File: config.mk
export PLATFORM = sky130hd
export DESIGN_NAME = multicycle_ctrl
export DESIGN_NICKNAME = d
export VERILOG_FILES = /design/src/rtl/multicycle_ctrl.sv
export SDC_FILE = /design/constraint.sdc
export NUM_CORES = 1
export LEC_CHECK = 0
export BUFFER_PORTS_ARGS = -buffer_cell sky130_fd_sc_hd__buf_2
export CORE_MARGIN = 3
export CORE_UTILIZATION = 48
export CTS_BUF_LIST = sky130_fd_sc_hd__clkbuf_4 sky130_fd_sc_hd__clkbuf_8 sky130_fd_sc_hd__clkbuf_16
export CTS_CLUSTER_DIAMETER = 150
export DETAILED_ROUTE_END_ITERATION = 12
export PLACE_DENSITY = 0.85
export SLEW_MARGIN = 40
export SYNTH_ARGS = -nofsm -noshare
export SYNTH_HDL_FRONTEND = slang
export SYNTH_SLANG_ARGS = --single-unit
File: constraint.sdc
create_clock -name clk -period 1.61 [get_ports clk]
set_input_delay 0.322 -clock clk [delete_from_list [all_inputs] [get_ports clk]]
set_output_delay 0.322 -clock clk [all_outputs]
set_load 0.01 [all_outputs]
File: src/rtl/multicycle_ctrl.sv
// rtl/multicycle_ctrl.sv - multi-cycle control FSM for the RV32 core
// Sequences fetch/decode/exec/mem/wb over the shared memory, register file and ALU.
module multicycle_ctrl #(
   parameter int WIDTH       = 32,
   parameter int MEM_TIMEOUT = 16
) (
   input  logic       clk,
   input  logic       rst,
   input  logic [6:0] opcode,
   input  logic [2:0] funct3,
   input  logic [6:0] funct7,
   input  logic       mem_ready,
   output logic       mem_req,
   output logic       mem_we,
   output logic       addr_sel,
   output logic       ir_we,
   output logic       pc_we,
   output logic       rf_we,
   output logic       alu_src_b,
   output logic       imm_sel,
   output logic [3:0] alu_op,
   output logic       wb_sel,
   output logic       retire,
   output logic       trap,
   output logic [1:0] trap_cause
);

   localparam int CW = (MEM_TIMEOUT > 0) ? $clog2(MEM_TIMEOUT + 1) : 1;

   localparam logic [6:0] OP_R     = 7'b0110011;
   localparam logic [6:0] OP_I     = 7'b0010011;
   localparam logic [6:0] OP_LOAD  = 7'b0000011;
   localparam logic [6:0] OP_STORE = 7'b0100011;

   typedef enum logic [2:0] {
      S_FETCH,
      S_DECODE,
      S_EXEC,
      S_MEM,
      S_WB,
      S_TRAP
   } state_t;

   typedef enum logic [1:0] {
      C_R,
      C_I,
      C_LOAD,
      C_STORE
   } cls_t;

   state_t        state;
   cls_t          cls_q;
   logic [3:0]    alu_op_q;
   logic [CW-1:0] wait_cnt;
   logic          trap_q;
   logic [1:0]    cause_q;

   logic          mem_phase;
   logic          timeout_hit;

   // Only funct7[5] selects the alternate ALU operation.
   logic          unused_bits;
   logic [31:0]   unused_width;
   assign unused_bits  = ^{funct7[6], funct7[4:0]};
   assign unused_width = WIDTH;

   assign mem_phase   = (state == S_FETCH) || (state == S_MEM);
   assign timeout_hit = (MEM_TIMEOUT != 0) && mem_phase && !mem_ready &&
                        (wait_cnt == CW'(MEM_TIMEOUT));

   always_ff @(posedge clk) begin
      if (rst) begin
         state    <= S_FETCH;
         cls_q    <= C_R;
         alu_op_q <= 4'b0000;
         wait_cnt <= '0;
         trap_q   <= 1'b0;
         cause_q  <= 2'b00;
      end else begin
         case (state)
            S_FETCH: begin
               if (mem_ready) begin
                  state <= S_DECODE;
               end else if (timeout_hit) begin
                  state   <= S_TRAP;
                  trap_q  <= 1'b1;
                  cause_q <= 2'b10;
               end
            end
            S_DECODE: begin
               case (opcode)
                  OP_R: begin
                     cls_q    <= C_R;
                     alu_op_q <= {funct7[5], funct3};
                     state    <= S_EXEC;
                  end
                  OP_I: begin
                     cls_q    <= C_I;
                     alu_op_q <= {(funct3 == 3'b101) ? funct7[5] : 1'b0, funct3};
                     state    <= S_EXEC;
                  end
                  OP_LOAD: begin
                     cls_q    <= C_LOAD;
                     alu_op_q <= 4'b0000;
                     state    <= S_EXEC;
                  end
                  OP_STORE: begin
                     cls_q    <= C_STORE;
                     alu_op_q <= 4'b0000;
                     state    <= S_EXEC;
                  end
                  default: begin
                     state   <= S_TRAP;
                     trap_q  <= 1'b1;
                     cause_q <= 2'b01;
                  end
               endcase
            end
            S_EXEC: begin
               state <= ((cls_q == C_LOAD) || (cls_q == C_STORE)) ? S_MEM : S_WB;
            end
            S_MEM: begin
               if (mem_ready) begin
                  state <= (cls_q == C_LOAD) ? S_WB : S_FETCH;
               end else if (timeout_hit) begin
                  state   <= S_TRAP;
                  trap_q  <= 1'b1;
                  cause_q <= 2'b10;
               end
            end
            S_WB:    state <= S_FETCH;
            S_TRAP:  state <= S_TRAP;
            default: state <= S_FETCH;
         endcase

         // Counts consecutive unanswered requests; any transfer or state change clears it.
         if (mem_phase && !mem_ready && !timeout_hit) begin
            if (wait_cnt != {CW{1'b1}}) begin
               wait_cnt <= wait_cnt + CW'(1);
            end
         end else begin
            wait_cnt <= '0;
         end
      end
   end

   always_comb begin
      mem_req   = 1'b0;
      mem_we    = 1'b0;
      addr_sel  = 1'b0;
      ir_we     = 1'b0;
      pc_we     = 1'b0;
      rf_we     = 1'b0;
      alu_src_b = 1'b0;
      imm_sel   = 1'b0;
      alu_op    = 4'b0000;
      wb_sel    = 1'b0;
      retire    = 1'b0;
      if (!rst) begin
         case (state)
            S_FETCH: begin
               mem_req = 1'b1;
               ir_we   = mem_ready;
               pc_we   = mem_ready;
            end
            S_EXEC: begin
               alu_src_b = (cls_q != C_R);
               imm_sel   = (cls_q == C_STORE);
               alu_op    = alu_op_q;
            end
            S_MEM: begin
               mem_req  = 1'b1;
               addr_sel = 1'b1;
               mem_we   = (cls_q == C_STORE);
               alu_op   = alu_op_q;
               retire   = (cls_q == C_STORE) && mem_ready;
            end
            S_WB: begin
               rf_we  = 1'b1;
               retire = 1'b1;
               wb_sel = (cls_q == C_LOAD);
               alu_op = alu_op_q;
            end
            default: ;
         endcase
      end
   end

   assign trap       = trap_q & ~rst;
   assign trap_cause = rst ? 2'b00 : cause_q;

endmodule
# After elaboration in Yosys (flattened, before gate mapping)
# Cells that the tools add are included.
# word_totals
register_bits,17
latchBits,0
mem_bits_rw,0
mem_bits_ro,0
in_bits,20
out_inout_bits,17
word_cells,87
memories,0
# op_classes
add_sub_neg,1
mul,0
div,0
n_lt_le_gt_ge,0
eq_ne,17
shifts,0
n_mux,39
n_bitwise,3
n_reduce_logical,21
# op_table
operator,count
1-bit two-way mux,21
3-bit two-way mux,6
3-bit one-hot mux with 5 select lines,1
7-bit by 6-bit equality test with 1-bit output (second input constant),2
4-bit one-hot mux with 3 select lines,1
3-bit equality test (second input constant),3
2-bit two-way mux,4
4-bit two-way mux,2
2-bit one-hot mux with 4 select lines,1
7-bit by 2-bit equality test with 1-bit output (second input constant),1
7-bit by 5-bit equality test with 1-bit output (second input constant),1
3-bit by 2-bit equality test with 1-bit output (second input constant),2
2-bit OR reduction,3
5-bit by 1-bit adder with 5-bit output (second input constant),1
5-bit equality test (second input constant),1
5-bit inequality test (second input constant),1
2-bit equality test (second input constant),2
1-bit logical AND,4
2-bit inequality test (second input constant),2
1-bit one-hot mux with 2 select lines,2
2-bit one-hot mux with 2 select lines,1
2-bit AND reduction,2
4-bit AND reduction,1
2-bit nonzero test,2
11 further kinds,14

# Logic depth before layout (Yosys ltp)
# depth
ltp_word,8
mapped_depth,6
ltp_nobuf,6

# Least setup slack after synthesis
# Ideal clock, no wire load.
# synth_path
path_kind,flip-flop to output port
startpoint,register state[1]
endpoint,output retire
t_arrival_ps,1327
required_time_ps,1288
path_slack_ps,-39
path_stages_with_launch,5
n_path_buf,1
cell_sequence,dfxtp_1 buf_2 nand2_1 nor4_1 a21o_1
# synth_via
elab_chain_len,3
elab_cells_between_ends,4
cone_classes,eq/ne (2); mux (2)
# synth_lines
item,line,source
from (decl),51,state_t state;
from (signal assigned),120,state <= ((cls_q == C_LOAD) || (cls_q == C_STORE)) ? S_MEM : S_WB;
from (signal assigned),124,state <= (cls_q == C_LOAD) ? S_WB : S_FETCH;
3-bit equality test or 3-bit by 2-bit equality test with 1-bit output (tied branches),160,case (state)
1-bit one-hot mux with 2 select lines (*),160,
1-bit two-way mux (*),159,if (!rst) begin
to (decl),23,"output logic retire,"
# Mark *: on every way between the ends. The rest lies on a longest branch, timed or not.

# Worst setup path after layout
# layout_path
startpoint,register state[2]
endpoint,output pc_we
# layout_via
elab_chain_len,3
# layout_lines
item,line,source
3-bit logical NOT,160,
1-bit two-way mux,160,
1-bit two-way mux,159,
to (decl),17,"output logic pc_we,"
# No other way between the ends.

==> PnR_summary.wiki <==
{| class="wikitable"
! Metric !! Value
|-
| Die X || 51.5 µm
|-
| Clock tree from TritonCTS || yes
|-
| R2R cell count || 6
|-
| Half-perimeter wire length of the detailed placement result || 1.77 mm
|-
| Outcome || finished, violations left
|-
| Core area || 1840 µm²
|-
| IO Count || 37
|-
| Maximum clock frequency || 582 MHz
|-
| Routability Congestion || 0.818
|-
| Number of maximum-capacitance violations || 0
|-
| Count of cell types in the netlist || 36
|-
| Post-synthesis instance area || 993 µm²
|-
| Maximum clock skew at final layout || 0.000539 ns
|-
| Hold Path Cell Cnt || 2
|-
| Placement Rows || 15
|-
| TritonRoute pass-1 iters || 4
|-
| Setup repair after global routing missed its margin || yes
|-
| Cell Pwr Density || 763 nW/µm²
|-
| Req. time, crit path || 1.29 ns
|-
| Crit-path slowest cell || dfxtp_4
|-
| Library cell occupying the most area in the post-synthesis netlist || dfxtp_1
|-
| Number of buffers on the longest clock path || 2
|-
| Synth Area per Inst || 8.42 µm²
|-
| Endpoint of the worst-slack reg-to-reg timing path || state[2]$_SDFF_PP0_
|-
| Share of synthesized area occupied by flip-flops and latches || 34.3%
|-
| Ranking of synthesized cells by area || dfxtp_1, nor2_1, a21oi_1
|-
| Hold slack || 0.274 ns
|-
| Total clock buffers created by CTS || 3
|-
| Highest routed metal layer || met4
|-
| CTS sink cnt || 17
|-
| Worst Setup Slack, final || -0.109 ns
|-
| Detail-routed net length per standard cell || 15.5 µm
|-
| Clock latency on the worst-skew pair || 0.30 ns
|-
| Worst reg2reg startpoint || state[1]$_SDFF_PP0_
|-
| Final cycle utilization of the critical path || 107%
|-
| Data arrival at the endpoint of the critical path || 1.40 ns
|-
| Bufs and invs on worst path || 2
|-
| Total global routing overflow || 0
|-
| Launching element type of the critical path || flop
|-
| Hold Startpoint || opcode[4]
|-
| Final hold vios || 0
|-
| Wire length of the first global-routing pass || 4.26 mm
|-
| Critical path class || flop to primary output
|-
| Async set-reset flop share out of synthesis || 0%
|-
| # port buffers || 30
|-
| Post-synth EDFFs || 0
|-
| Fraction of final layout cells sized beyond drive strength 1 || 47.8%
|-
| Slew Viols, Final || 0
|-
| Vias in the first global route || 941
|-
| Total wirelength of the detailed-routed design || 2.84 mm
|-
| Number of inserted filler cells in the final layout || 142
|-
| Remaining design rule violation count || 0
|-
| Main flop type after synthesis || dfxtp_1
|-
| Maximum number of pins on one net before global-route repair || 11
|-
| Critical path peak fanout || 6
|-
| Worst-Margin Slew || 0.295 ns
|-
| Minimum clock period after layout || 1.72 ns
|-
| Class of the worst hold path || primary input to flop
|-
| Die extent in y || 51.5 µm
|-
| Fraction of the core area covered by cells at the end of the flow || 77.6%
|-
| Ordered cell list for the critical path || clkbuf_2 -> nor2_2 -> and3_1 -> buf_2
|-
| Post-CTS Hold Fix Bufs || 0
|-
| Number of warnings reported in the yosys synthesis log || 0
|-
| Die outline area || 2650 µm²
|-
| Initial antenna violation count || 0
|-
| Area grow syn2layout || 43.6%
|-
| Vias post-DR || 1,029
|-
| Flip-flop and latch count after synthesis || 17
|-
| Instance count of the mapped netlist || 118
|-
| Met3 routed wirelength || 92 µm
|-
| Delay of the slowest cell on the worst path || 0.40 ns
|-
| Internal reg-to-reg setup slack || 0.05 ns
|-
| Final setup fails || 12
|-
| Dominant delay contributor by cell family on the critical path || flip-flops
|-
| Iter 0 DRT Violations || 33
|-
| Post-detailed-route count of antenna-violating nets || 0
|-
| Setup crit end kind || primary output
|-
| Worst Hold Path EP || cls_q[1]$_SDFFE_PP0P_
|-
| Total nets after synthesis || 141
|-
| Slew margin rel. || 80.3%
|-
| Top-area cell type share of the netlist area || 34.3%
|-
| Total length of routed met2 wires || 1.44 mm
|-
| Wl on met1 || 1.23 mm
|-
| All-layer global routing usage || 21.6%
|-
| Deepest level of the CTS H-tree || 1
|-
| Detailed-route vias per instance || 5.59
|-
| Largest vdd supply drop || 0.631 mV
|-
| Antenna fix cells || 0
|-
| Leak Pwr || 0.583 nW
|-
| Root buffer cell || clkbuf_4
|-
| Violated checks || setup timing
|-
| Starting utilization of the core area || 54.0%
|-
| Clock transition at the register clock pins on the worst setup and hold paths after CTS || 0.10 ns
|-
| Net total in the final layout || 183
|}
[registers in the layout (all words and copies together), names as in the netlist]
register,cells
alu_op_q,4
cause_q,2
cls_q,2
state,3
trap_q,1
wait_cnt,5
[cell families after synthesis]
group	Yosys count	synth area share [%]
multiplexers	2	2.02
XOR/XNOR	5	4.41
AND/OR/NAND/NOR	57	33.8
AO/OA/AOI/OAI	23	15.9
adder cells (fa/ha/maj)	3	3.78
flip-flops	17	34.3
buffers and inverters	11	5.92
[worst register-to-register path, cell delays in order (launching register included)]
cell	delay, ns
dfxtp_4	0.38
buf_6	0.15
xor2_4	0.19
buf_4	0.15
nor4b_4	0.28
a21oi_1	0.10
a221oi_1	0.23
[Yosys cell counts, drive strengths merged, types with 2 or more instances]
master	number
and3	3
nand3	4
and2	4
a211oi	3
xnor2	2
nand4b	2
ha	3
nor2b	4
nand2b	4
nor4	2
nand2	11
mux2i	2
dfxtp	17
nor2	15
a221oi	2
inv	4
a21oi	11
nor4b	3
buf	7
xor2	3
nor3	3
[where the power goes]
group	internal (W)	switching, W	leakage, nW
sequential	0.000450	0.0000443	0.142
combinational	0.000166	0.000188	0.423
clock	0.0000928	0.000147	0.0177
total	0.000710	0.000379	0.583
[how the worst max path moves through the flow]
stage,from,end,slack (ns),cells after the start
after floorplan,state[2]$_SDFF_PP0_,imm_sel,0.09,3
after global placement,state[0]$_SDFF_PP0_,alu_op[1],0.07,5
after detailed placement,rst,imm_sel,0.03,4
after CTS,state[0]$_SDFF_PP0_,alu_op[0],-0.06,5
after global routing,state[2]$_SDFF_PP0_,pc_we,-0.18,4
final,state[2]$_SDFF_PP0_,pc_we,-0.11,4
[cells in the final DEF (no fill, tap or decap), types with 3 or more instances in the layout]
cell type | Yosys | layout
nor2b_1 | 4 | 4
dfxtp_1 | 17 | 10
nand2b_1 | 4 | 3
buf_2 | 2 | 28
a21oi_1 | 11 | 10
nand3_1 | 4 | 4
clkbuf_4 | 0 | 3
buf_4 | 2 | 10
nand2_1 | 11 | 9
buf_6 | 1 | 5
inv_1 | 4 | 4
nor2_1 | 15 | 12
dfxtp_4 | 0 | 4
dfxtp_2 | 0 | 3
and2_1 | 4 | 3
[metal layers]
metal / vias up / track usage (%)
li1: 504 / -
met1: 491 / 25.0
met2: 25 / 37.3
met3: 9 / 3.72
met4: 0 / 12.2
met5: - / 0
[through the flow]
step	setup slack, ns	cells	TNS [ns]	power [W]	cell area [µm²]
final	-0.109	184	-0.652	0.00109	1430
after CTS	-0.0639	179	-0.367	0.00101	1290
after detailed placement	0.0340	172	0	0.000728	1180
after floorplan	0.0885	118	0	0.000647	1000
after global routing	-0.180	184	-1.67	0.00115	1430
after global placement	0.0724	172	0	0.000718	1180
[cell type report]
class	count	area, µm²	share of cell area (%)
Inverter	4	15.0	1.05
Timing Repair Buffer	44	277	19.4
Sequential cell	17	359	25.2
Multi-Input combinational cell	90	717	50.3
Clock inverter	1	5.00	0.351
Tap cell	25	31.3	2.19
Clock buffer	3	22.5	1.58
[timing repair]
item | in CTS | in global routing
endpoints found under the setup margin | 11 | 20
setup buffers | 3 | 5
resized for setup | 17 | 21
pin swaps | 5 | 3
No activity file was read; power rests on OpenSTA's default activity.
